### src/rtl/disp_pkg.sv
// Shared segment encodings for the multiplexed 7-segment display.
// Patterns are active-low with segment a on bit 0 through segment g on bit 6.
package disp_pkg;

  localparam logic [6:0] SEG_0    = 7'h40;
  localparam logic [6:0] SEG_1    = 7'h79;
  localparam logic [6:0] SEG_2    = 7'h24;
  localparam logic [6:0] SEG_3    = 7'h30;
  localparam logic [6:0] SEG_4    = 7'h19;
  localparam logic [6:0] SEG_5    = 7'h12;
  localparam logic [6:0] SEG_6    = 7'h02;
  localparam logic [6:0] SEG_7    = 7'h78;
  localparam logic [6:0] SEG_8    = 7'h00;
  localparam logic [6:0] SEG_9    = 7'h10;
  localparam logic [6:0] SEG_DASH = 7'h3F;
  localparam logic [6:0] SEG_OFF  = 7'h7F;

endpackage

### src/rtl/bcd_to_7seg.sv
// Combinational BCD digit to active-low segment pattern.
// Non-decimal codes show a single dash so a corrupt digit is visible.
module bcd_to_7seg
  import disp_pkg::*;
(
  input  logic [3:0] bcd,
  output logic [6:0] seg_n
);

  // digit lookup
  always_comb begin
    case (bcd)
      4'd0:    seg_n = SEG_0;
      4'd1:    seg_n = SEG_1;
      4'd2:    seg_n = SEG_2;
      4'd3:    seg_n = SEG_3;
      4'd4:    seg_n = SEG_4;
      4'd5:    seg_n = SEG_5;
      4'd6:    seg_n = SEG_6;
      4'd7:    seg_n = SEG_7;
      4'd8:    seg_n = SEG_8;
      4'd9:    seg_n = SEG_9;
      default: seg_n = SEG_DASH;
    endcase
  end

endmodule

### src/rtl/display_mux_7seg.sv
// Multiplexed N_DIG-digit 7-segment driver stepped by an asynchronous scan clock,
// with once-per-frame value latch, leading-zero blanking and anti-ghosting dead time.
module display_mux_7seg
  import disp_pkg::*;
#(
  parameter int N_DIG    = 4,
  parameter int DEAD_CYC = 500,
  parameter int SYNC_STG = 2
) (
  input  logic               reloj,
  input  logic               reset_n,
  input  logic               reloj_scan,
  input  logic [4*N_DIG-1:0] valor_bcd,
  input  logic [N_DIG-1:0]   dp_mask,
  input  logic               blank_lz,
  output logic [N_DIG-1:0]   an_n,
  output logic [6:0]         seg_n,
  output logic               dp_n,
  output logic               frame_start
);

  localparam int IW = $clog2(N_DIG);
  localparam int CW = (DEAD_CYC > 0) ? $clog2(DEAD_CYC + 1) : 1;
  localparam logic [IW-1:0]    IDX_LAST  = IW'(N_DIG - 1);
  localparam logic [CW-1:0]    DEAD_LOAD = CW'(DEAD_CYC);
  localparam logic [N_DIG-1:0] ONE_HOT0  = N_DIG'(1'b1);

  logic [SYNC_STG-1:0] sync_r;
  logic                hist_r;
  logic                tick_s;

  logic [IW-1:0]       idx_r, idx_wrap_s, idx_nxt_s;
  logic                run_r, run_nxt_s;
  logic [CW-1:0]       cnt_r, cnt_nxt_s;
  logic [4*N_DIG-1:0]  latch_r, latch_nxt_s;
  logic [N_DIG-1:0]    latch_dp_r, latch_dp_nxt_s;
  logic                latch_blk_r, latch_blk_nxt_s;
  logic                frame_nxt_s;

  logic [N_DIG-1:0]    lz_s;
  logic                blank_s;
  logic                show_s;
  logic [3:0]          digit_s;
  logic [6:0]          dec_seg_s;

  // scan clock synchroniser and rising-edge history
  always_ff @(posedge reloj) begin
    if (!reset_n) begin
      sync_r <= {SYNC_STG{1'b0}};
      hist_r <= 1'b0;
    end else begin
      sync_r <= {sync_r[SYNC_STG-2:0], reloj_scan};
      hist_r <= sync_r[SYNC_STG-1];
    end
  end

  assign tick_s = sync_r[SYNC_STG-1] & ~hist_r;

  // next scan state; outputs are registered from these so the anode moves on the tick cycle
  always_comb begin
    idx_wrap_s      = (idx_r == IDX_LAST) ? {IW{1'b0}} : idx_r + IW'(1'b1);
    idx_nxt_s       = idx_r;
    run_nxt_s       = run_r;
    cnt_nxt_s       = cnt_r;
    latch_nxt_s     = latch_r;
    latch_dp_nxt_s  = latch_dp_r;
    latch_blk_nxt_s = latch_blk_r;
    frame_nxt_s     = 1'b0;
    if (tick_s) begin
      run_nxt_s = 1'b1;
      idx_nxt_s = idx_wrap_s;
      cnt_nxt_s = DEAD_LOAD;
      if (idx_wrap_s == {IW{1'b0}}) begin
        latch_nxt_s     = valor_bcd;
        latch_dp_nxt_s  = dp_mask;
        latch_blk_nxt_s = blank_lz;
        frame_nxt_s     = 1'b1;
      end else begin
        frame_nxt_s     = 1'b0;
      end
    end else if (cnt_r != {CW{1'b0}}) begin
      cnt_nxt_s = cnt_r - CW'(1'b1);
    end else begin
      cnt_nxt_s = cnt_r;
    end
  end

  // scan state registers
  always_ff @(posedge reloj) begin
    if (!reset_n) begin
      idx_r       <= {IW{1'b0}};
      run_r       <= 1'b0;
      cnt_r       <= {CW{1'b0}};
      latch_r     <= {(4*N_DIG){1'b0}};
      latch_dp_r  <= {N_DIG{1'b0}};
      latch_blk_r <= 1'b0;
    end else begin
      idx_r       <= idx_nxt_s;
      run_r       <= run_nxt_s;
      cnt_r       <= cnt_nxt_s;
      latch_r     <= latch_nxt_s;
      latch_dp_r  <= latch_dp_nxt_s;
      latch_blk_r <= latch_blk_nxt_s;
    end
  end

  // lz_s[k]: latched digits N_DIG-1 down to k are all zero
  always_comb begin
    lz_s = {N_DIG{1'b0}};
    lz_s[N_DIG-1] = (latch_nxt_s[4*N_DIG-1 -: 4] == 4'h0);
    for (int k = N_DIG - 2; k >= 0; k--) begin
      lz_s[k] = lz_s[k+1] & (latch_nxt_s[4*k +: 4] == 4'h0);
    end
  end

  assign blank_s = latch_blk_nxt_s && (idx_nxt_s != {IW{1'b0}}) && lz_s[idx_nxt_s];
  assign show_s  = run_nxt_s && (cnt_nxt_s == {CW{1'b0}});
  assign digit_s = latch_nxt_s[{idx_nxt_s, 2'b00} +: 4];

  bcd_to_7seg u_dec (
    .bcd   (digit_s),
    .seg_n (dec_seg_s)
  );

  // registered display drive
  always_ff @(posedge reloj) begin
    if (!reset_n) begin
      an_n        <= {N_DIG{1'b1}};
      seg_n       <= SEG_OFF;
      dp_n        <= 1'b1;
      frame_start <= 1'b0;
    end else begin
      frame_start <= frame_nxt_s;
      if (show_s) begin
        an_n  <= ~(ONE_HOT0 << idx_nxt_s);
        seg_n <= blank_s ? SEG_OFF : dec_seg_s;
        dp_n  <= ~latch_dp_nxt_s[idx_nxt_s];
      end else begin
        an_n  <= {N_DIG{1'b1}};
        seg_n <= SEG_OFF;
        dp_n  <= 1'b1;
      end
    end
  end

endmodule

### config.mk
export PLATFORM = sky130hd
export DESIGN_NAME = display_mux_7seg
export DESIGN_NICKNAME = d
export VERILOG_FILES = /design/src/rtl/disp_pkg.sv /design/src/rtl/bcd_to_7seg.sv /design/src/rtl/display_mux_7seg.sv
export SDC_FILE = /design/constraint.sdc
export NUM_CORES = 1
export LEC_CHECK = 0
export ABC_CLOCK_PERIOD_IN_PS = 8600
export BUFFER_PORTS_ARGS = -buffer_cell sky130_fd_sc_hd__buf_2
export CORE_MARGIN = 1.5
export CORE_UTILIZATION = 57
export CTS_CLUSTER_SIZE = 20
export DETAILED_ROUTE_END_ITERATION = 10
export PLACE_DENSITY = 0.87
export SYNTH_ARGS = -nofsm -noshare
export SYNTH_HDL_FRONTEND = slang
export SYNTH_HIERARCHICAL = 1
export SYNTH_SLANG_ARGS = --single-unit
### constraint.sdc
create_clock -name reloj -period 8.6 [get_ports reloj]
set_input_delay 1.29 -clock reloj [delete_from_list [all_inputs] [get_ports reloj]]
set_output_delay 1.29 -clock reloj [all_outputs]
set_load 0.01 [all_outputs]
Word-level counts from Yosys, hierarchy flattened
Memories as Yosys holds them, arrays and structs flattened. A register that Yosys moved wholly into a read port is not among the register bits.
Cells that the tools add are included.
{"block": "op_classes", "n_addsub": 2, "order_cmp": 1, "n_eq_ne": 1, "shift": 2, "n_mux": 16, "bitwise_logic": 9, "reduce_logical": 14}
{"op": "two-way mux 16 bit", "count": 2}
{"op": "two-way mux 9 bit", "count": 2}
{"op": "zero test 4 bit", "count": 4}
{"op": "variable part select 16 x 5 -> 4 bit", "count": 1}
{"op": "zero test 9 bit", "count": 1}
{"op": "nonzero test 9 bit", "count": 1}
{"op": "subtractor 9 x 1 -> 9 bit (second input constant)", "count": 1}
{"op": "two-way mux 4 bit", "count": 2}
{"op": "two-way mux 1 bit", "count": 6}
{"op": "AND 1 bit", "count": 4}
{"op": "binary-select mux 1 bit (select 2 bit)", "count": 2}
{"op": "two-way mux 2 bit", "count": 2}
{"op": "inverter 1 bit", "count": 4}
{"op": "inverter 4 bit", "count": 1}
{"op": "AND reduction 2 bit", "count": 2}
{"op": "<< shifter 1 x 2 -> 4 bit (first input constant)", "count": 1}
{"op": "logical AND 1 bit", "count": 3}
{"op": "less-than comparator 2 x 3 -> 1 bit (second input constant)", "count": 1}
{"op": "OR reduction 3 bit", "count": 1}
{"op": "adder 2 x 1 -> 2 bit (second input constant)", "count": 1}
{"op": "== test 2 bit (second input constant)", "count": 1}
{"op": "zero test 2 bit", "count": 1}
{"op": "nonzero test 2 bit", "count": 1}
{"block": "totals", "regBits": 42, "mem_bits_ro": 112, "inputBits": 24, "output_inout_bits": 13, "mem_count": 1}
{"memory": "(no name shown)", "words": 16, "width": 7, "rd": 1, "rd_clocked_by_memory_dff": 1, "wr": 0, "line": "bcd_to_7seg.sv:12", "rtl": "case (bcd)"}

Logic depth before layout (Yosys ltp)
Gate-level depths: netlist of run 1.
{"block": "logic_depth", "word_depth": 13, "depth_mapped": 12, "depth_no_buf": 11}

By module
The synthesis of run 1 kept the hierarchy.
{"mod": "display_mux_7seg", "instances": 1, "cells_per_inst": 224, "area_per_inst_um2": 2270.9}
{"mod": "bcd_to_7seg", "instances": 1, "cells_per_inst": 31, "area_per_inst_um2": 240.2}

Worst setup path after synthesis of run 1
OpenSTA, ideal clock, no wires.
{"block": "synth_path", "path_type": "input-to-reg", "startpoint": "input port valor_bcd[1]", "endpoint": "register seg_n[1]", "setup_time_ps": 137, "arrival_time_ps": 2664, "setup_slack_ps": 5799, "stages": 7, "cell_sequence": "mux4_2 > mux2_2 > inv_1 > ha_1 > nor2_1 > nor2_1 > nand4b_1"}
{"block": "synth_via", "word_cells_on_any_way": 9}
{"element": "start, declared", "line": "display_mux_7seg.sv:13", "rtl": "input logic [4*N_DIG-1:0] valor_bcd,"}
{"element": "two-way mux 16 bit", "line": "display_mux_7seg.sv:73", "rtl": "if (idx_wrap_s == {IW{1'b0}}) begin"}
{"element": "two-way mux 16 bit", "line": "display_mux_7seg.sv:69", "rtl": "if (tick_s) begin"}
{"element": "variable part select 16 x 5 -> 4 bit", "line": "display_mux_7seg.sv:118", "rtl": "assign digit_s = latch_nxt_s[{idx_nxt_s, 2'b00} +: 4];"}
{"element": "via digit_s[1]", "line": "display_mux_7seg.sv:43", "rtl": "logic [3:0] digit_s;"}
{"element": "end, declared", "line": "display_mux_7seg.sv:17", "rtl": "output logic [6:0] seg_n,"}
The timed path passes the listed nets, and every way through them passes these cells. The select of a mux whose other input is x is not followed.
A chain may end at the register's enable or synchronous reset.

Worst setup path in the final report of run 1
{"block": "layout_path", "startpoint": "register sync_r[1]", "endpoint": "register seg_n[1]"}
{"block": "layout_via", "word_cells_on_any_way": 23}
{"element": "start, declared", "line": "display_mux_7seg.sv:28", "rtl": "logic [SYNC_STG-1:0] sync_r;"}
{"element": "start signal, assigned", "line": "display_mux_7seg.sv:49", "rtl": "sync_r <= {SYNC_STG{1'b0}};"}
{"element": "start signal, assigned", "line": "display_mux_7seg.sv:52", "rtl": "sync_r <= {sync_r[SYNC_STG-2:0], reloj_scan};"}
{"element": "AND 1 bit *", "line": "display_mux_7seg.sv:57", "rtl": "assign tick_s = sync_r[SYNC_STG-1] & ~hist_r;"}
{"element": "two-way mux 16 bit or two-way mux 2 bit (tied branches)", "line": "display_mux_7seg.sv:69"}
{"element": "variable part select 16 x 5 -> 4 bit *", "line": "display_mux_7seg.sv:118"}
{"element": "via digit_s[1]", "line": "display_mux_7seg.sv:43"}
Mark *: on every way through the listed nets, which the timed path passes. The rest lies on a longest branch. The select of a mux whose other input is x is not followed.

==> results of run 1 <==
[state kept, by name, indices dropped and copies added (netlist names)]
name	count
frame_start	1
seg_n	7
latch_blk_r	1
sync_r	2
latch_dp_r	4
latch_r	16
idx_r	2
cnt_r	9
run_r	1
dp_n	1
an_n	4
hist_r	1
[worst max-delay path by stage]
stage / to / slack, ps
finish: seg_n[1] / 5430
detailed placement: seg_n[2] / 5450
CTS: seg_n[1] / 5430
global placement: seg_n[2] / 5480
floorplan: seg_n[1] / 5800
global route: seg_n[1] / 5200
[synth_stat cells (2+ instances only)]
| cell | n |
|---|---|
| and3_1 | 2 |
| nor4_1 | 7 |
| a21oi_1 | 7 |
| nand3_1 | 3 |
| nor3_2 | 2 |
| a21o_1 | 2 |
| o21a_1 | 3 |
| o21ai_0 | 4 |
| and2_1 | 7 |
| buf_2 | 5 |
| mux2i_1 | 17 |
| nand2b_1 | 3 |
| a21boi_0 | 12 |
| nand4b_1 | 7 |
| nor2b_1 | 15 |
| o21ai_1 | 3 |
| nand4_1 | 4 |
| buf_6 | 4 |
| nor2_1 | 11 |
| mux2_2 | 5 |
| nand2_1 | 24 |
| a31oi_1 | 2 |
| a22oi_1 | 2 |
| mux4_2 | 4 |
| inv_1 | 8 |
| clkbuf_1 | 5 |
| dfxtp_1 | 49 |
| and3b_1 | 2 |
| ha_1 | 8 |
[metrics by stage]
step           setup WS [ps]  cells  util (%)
5_1_grt                 5200    337      68.0
3_3_place_gp            5480    329      65.1
6_report                5430    337      68.0
2_1_floorplan           5800    255         -
3_5_place_dp            5450    329      65.1
4_1_cts                 5430    337      68.0
[report_power, final]
group / internal [mW] / leakage, nW / switching (mW)
registers: 0.245 / 0.398 / 0.0259
clock network: 0.0945 / 0.0574 / 0.0760
logic: 0.0835 / 0.724 / 0.110
[final cells by class]
type	count	area, um2	share of cell area (%)
Clock buffer	6	82.6	2.95
Multi-Input combinational cell	184	1410	50.4
Tap cell	50	62.6	2.23
Timing Repair Buffer	38	195	6.97
Clock inverter	2	37.5	1.34
Sequential cell	49	981	35.0
Inverter	8	30.0	1.07
[cell families after synthesis]
kind of cell    after synthesis  share of synthesized area, %
simple gates                102                          25.9
flops                        49                          39.1
compound gates               47                          13.4
mux                          26                          12.6
buf+inv                      22                          4.73
fa+ha+maj                     8                          3.99
xor+xnor                      1                         0.349
[worst reg2reg max path: cells and delay by family, from the launching register on]
family | cells | cell delay [ps]
adders and majority gates | 1 | 250
buffers and inverters | 1 | 120
DFF | 1 | 390
muxes | 2 | 940
and+or+nand+nor | 5 | 1320
[routing by layer]
metal,GRT usage (%),vias up,part of all wire [%]
met3,5.38,14,5.7
met5,0,-,0
li1,-,980,-
met4,10.2,0,2.4
met1,25.6,931,42
met2,37.5,71,50
==> reports/qor.csv, run 1 <==
stage;metric;value;unit
route;Avg WL per Cell;15.2;um
route;Post-route DRC;0;
synthesis;post-synthesis area per instance;9.85;um2
cts;CTS clk-pin slew, worst paths;90;ps
setup_path;Max stage delay on crit path;580;ps
setup_path;Worst path depth;9;
timing;fmax;0.316;GHz
synthesis;Synth Cell Area;2510;um2
setup_path;CP max stage cell;mux4_2;
cts;H-tree Lvls;2;
setup_path;delay-heaviest family, CP;simple AND/OR/NAND/NOR gates;
timing;max_slew headroom;52.8;%
min_path;Hold Path Sink;sync_r[1];
place;routability congestion estimate;0.905;
timing;Final Max Tran Viols;0;
grt;grt ovf;0;
cts;worst skew pair latency;300;ps
timing;RSZ-0062 raised after global routing;false;
cells_and_area;number of antenna diodes;0;
power_and_ir_drop;cell area power density;227;nW/um2
synthesis;Yosys cell types;57;
synthesis;synth warn;6;
timing;worst hold margin;449;ps
cts;Sink Count;49;
synthesis;Seq/Total Area, Yosys;39.1;%
cells_and_area;final instance area;2800;um2
cells_and_area;Layout area overhead;11.5;%
setup_path;Worst EP arrival;3330;ps
floorplan;I/O Pins;37;
route;Via density;5.92;
power_and_ir_drop;Leak;1.18;nW
floorplan;DIE WIDTH;69.4;um
grt;GR Util All Layers;21.9;%
setup_path;Crit path top cell by count;nor2_1;
setup_path;Crit Reg-Reg Endpoint;seg_n[1];
setup_path;CP max FO;14;
place;placed inst area;2680;um2
synthesis;synthesis-stage register bit count;49;
floorplan;core footprint;4120;um2
min_path;Hold Path Origin;sync_r[0];
timing;Tmin final;3170;ps
timing;fin crit share;36.8;%
cells_and_area;number of fill cells in the layout;325;
min_path;HP Class;reg -> reg;
cells_and_area;most frequent cells in the layout;dfxtp_1, buf_2, nand2_1, mux2i_1, nor2b_1;
grt;first-pass GRT wire length;8550;um
synthesis;Area contributors post-synth;dfxtp_1, mux2i_1, ha_1;
setup_path;Critical R2R Launch;sync_r[1];
floorplan;DIE HEIGHT;69.4;um
floorplan;initial core utilization;61.0;%
floorplan;FP Rows;23;
route;Detailed Route WL;5120;um
place;IO Port Bufs;36;
grt;largest net degree at the start of global routing;37;
run;max cap viols;0;
setup_path;worst reg-to-reg setup slack;5430;ps
cells_and_area;Final Net Count;318;
setup_path;kind of critical path;reg -> reg;
synthesis;Synth Net Count;287;
setup_path;WP data required;8760;ps
synthesis;area share of the largest cell type after synthesis;39.1;%
synthesis;synthesized instance count;255;
cts;hold_buf cts;0;
floorplan;Die ar.;4810;um2
cts;Num CTS Buffers;5;
cts;post-CTS sizing;0;
power_and_ir_drop;Final Power;0.635;mW
synthesis;Post-synth EDFFs;0;
timing;Setup violations, final;0;
place;Detailed Place HPWL;3760;um
cts;TritonCTS clock tree;built;
synthesis;most used flip-flop cell after synthesis;dfxtp_1;
setup_path;worst path buffer plus inverter count;1;
synthesis;dominant cell type by area after synthesis;dfxtp_1;
grt;vias in the first global route;1905;
timing;worst clock skew;3.88;ps
grt;initial antenna violation count;0;
power_and_ir_drop;VDD IR max;0.125;mV
setup_path;crit path cell chain;nor2b_1, and2_1, mux4_2, mux2_2, inv_1, ha_1, nor2_1, nor2_1, nand4b_1;
cells_and_area;most common cell after layout, fill and taps aside;dfxtp_1;
setup_path;Worst setup SP type;flop;
cts;# Post-CTS Setup Buffers;0;
cts;clock buffer depth;2;
route;post-route ant nets;0;
cells_and_area;layout cells sized above 1;23.3;%
cts;Root Buffer Master;clkbuf_8;
outcome;status;finished clean;
timing;Slew @ Worst Pin;704;ps
min_path;Hold Path Stages;1;
timing;Fin. Hold Viols;0;
route;Vias;1996;
setup_path;Worst setup startpoint;sync_r[1];
route;DRT Pass-1 Iters;4;
setup_path;Setup crit end kind;flop;
setup_path;FF-to-FF path depth;9;
timing;Setup TNS;0;ps
route;drt first-iter violations;70;
synthesis;asr flop ratio synth;0;%
Note: power is estimated with default switching activity, not from simulation.
==> run 2, diff against run 1 <==
- ABC_CLOCK_PERIOD_IN_PS: 8600 -> 2710
- CORE_UTILIZATION: 57 -> 51
- PLACE_DENSITY: 0.87 -> 0.82
- clock period: 8.6 -> 2.71 ns (I/O delays scaled with it)
==> run 2 against run 1 <==
Against the previous run: clock-buffer cell count rose by 1; non-clock buffer count rose by 13; register-to-register slack got worse by 5300 ps; clock power increased to 2.5 times the previous value; sequential share of layout area decreased by 1.4 points; global-route usage shrank 0.99 points; fmax rose by 21%; largest power group unchanged; highest routed layer unchanged; die area increased by 11%.
==> reports/qor.csv, run 2 (synthesis gave the netlist of run 1 again) <==
stage;metric;value;unit
outcome;status;finished clean;
setup_path;CP max FO;9;
cells_and_area;Final Net Count;331;
place;Detailed Place HPWL;3910;um
timing;Final Max Tran Viols;0;
route;Avg WL per Cell;14.0;um
setup_path;Worst setup SP type;flop;
grt;first-pass GRT wire length;8510;um
grt;vias in the first global route;1817;
route;DRT Pass-1 Iters;4;
floorplan;Die ar.;5350;um2
floorplan;initial core utilization;53.2;%
timing;Setup violations, final;0;
cts;Root Buffer Master;clkbuf_8;
timing;Fin. Hold Viols;0;
timing;Tmin final;2610;ps
cts;TritonCTS clock tree;built;
cells_and_area;most frequent cells in the layout;dfxtp_1, buf_2, nand2_1, mux2i_1, nor2b_1;
grt;initial antenna violation count;0;
cells_and_area;Layout area overhead;16.4;%
cts;clock buffer depth;2;
setup_path;Crit path top cell by count;a21o_1;
cts;worst skew pair latency;300;ps
cells_and_area;max reg flops;16;
min_path;Hold Path Origin;reloj_scan;
min_path;HP Class;in -> reg;
floorplan;core footprint;4720;um2
timing;max_slew headroom;60.6;%
cells_and_area;number of antenna diodes;0;
route;Vias;1997;
cts;hold_buf cts;0;
grt;GR Util All Layers;20.9;%
route;Via density;5.46;
timing;RSZ-0062 raised after global routing;true;
cts;Sink Count;49;
power_and_ir_drop;Leak;1.23;nW
setup_path;crit path cell chain;ha_1, and3b_1, a21o_1, mux4_2, mux2_2, or2_1, a21o_1, nand4b_1;
power_and_ir_drop;VDD IR max;0.323;mV
setup_path;kind of critical path;reg -> reg;
timing;worst hold margin;309;ps
setup_path;Crit Reg-Reg Endpoint;seg_n[2];
cells_and_area;Top reg by flops;latch_r;
floorplan;DIE WIDTH;73.2;um
floorplan;I/O Pins;37;
floorplan;FP Rows;25;
cells_and_area;Util after Layout;61.9;%
place;IO Port Bufs;36;
place;cell total after placement;359;
power_and_ir_drop;cell area power density;654;nW/um2
setup_path;worst reg-to-reg setup slack;100;ps
route;drt first-iter violations;75;
min_path;Hold Path Sink;sync_r[0];
cells_and_area;Top Registers;latch_r: 16 flops, cnt_r: 9 flops, seg_n: 7 flops;
cts;H-tree Lvls;2;
setup_path;FF-to-FF path depth;8;
cts;CTS clk-pin slew, worst paths;80;ps
setup_path;Max stage delay on crit path;530;ps
cells_and_area;final std cells w/o fill;366;
min_path;Hold Path Stages;2;
setup_path;WP data required;2880;ps
setup_path;Worst EP arrival;2780;ps
floorplan;DIE HEIGHT;73.2;um
timing;fmax;0.383;GHz
route;Detailed Route WL;5130;um
timing;Setup TNS;0;ps
setup_path;Setup crit end kind;flop;
place;routability congestion estimate;0.928;
cts;Num CTS Buffers;5;
setup_path;Critical R2R Launch;idx_r[1];
grt;largest net degree at the start of global routing;36;
cells_and_area;layout cells sized above 1;27.8;%
cells_and_area;most common cell after layout, fill and taps aside;dfxtp_1;
timing;fin crit share;96.4;%
run;max cap viols;0;
route;Post-route DRC;0;
timing;Slew @ Worst Pin;590;ps
timing;worst clock skew;7.28;ps
route;post-route ant nets;0;
cts;post-CTS sizing;1;
grt;grt ovf;0;
setup_path;CP max stage cell;mux4_2;
cts;# Post-CTS Setup Buffers;0;
==> run 2: cell types whose count changed in the layout (fill, tap and decap cells not counted), sizes merged <==
cell      previous run  this run
buf                 38        51
clkbuf               6         7
clkinvlp             1         0
bufinv               1         0
==> run 2: cell type report <==
type,instances,area [um2]
clock buffer,7,86.3
fill,397,1800
inverter,8,30.0
multi-input combinational,184,1440
sequential,49,982
tap,67,83.8
timing repair buffer,51,305
==> run 2: worst max-delay path by stage <==
stage | start | to | slack, ps
3_5_place_dp | idx_r[1] | seg_n[1] | 30
6_report | idx_r[1] | seg_n[2] | 100
3_3_place_gp | idx_r[1] | seg_n[1] | 160
5_1_grt | idx_r[0] | seg_n[5] | -3
4_1_cts | idx_r[0] | seg_n[1] | 40
2_1_floorplan | idx_r[0] | seg_n[2] | 8
==> run 2: critical path, delay by kind of cell, from the launching register on <==
kind                     cells  cell delay [ps]
adder cells (fa/ha/maj)      1              270
AO/OA/AOI/OAI                2              350
multiplexers                 2              880
flip-flops                   1              360
AND/OR/NAND/NOR              3              620
==> run 2: layer usage <==
layer  routed length, um  share of wire [%]  up-vias  track usage, %
li1                    -                  -     1007               -
met1                2260                 44      933            25.5
met2                2530                 49       45            35.1
met3                 227                4.4       12            5.39
met4                 118                2.3        0            7.97
met5                   0                  0        -               0
==> run 2: power by group <==
part           leakage [nW]  switching (mW)  internal, mW  total [mW]
combinational         0.791           0.341         0.286       0.627
sequential            0.398          0.0758         0.776       0.852
clock                0.0443           0.231         0.203       0.434
==> run 2: per-stage QoR <==
stage / instance area [um2] / setup WS (ps) / power [mW]
6_report: 2920 / 96.4 / 1.91
4_1_cts: 2900 / 35.1 / 1.92
5_1_grt: 2920 / -2.70 / 2.05
2_1_floorplan: 2510 / 8.14 / 1.37
3_3_place_gp: 2810 / 163 / 1.49
3_5_place_dp: 2810 / 25.7 / 1.49
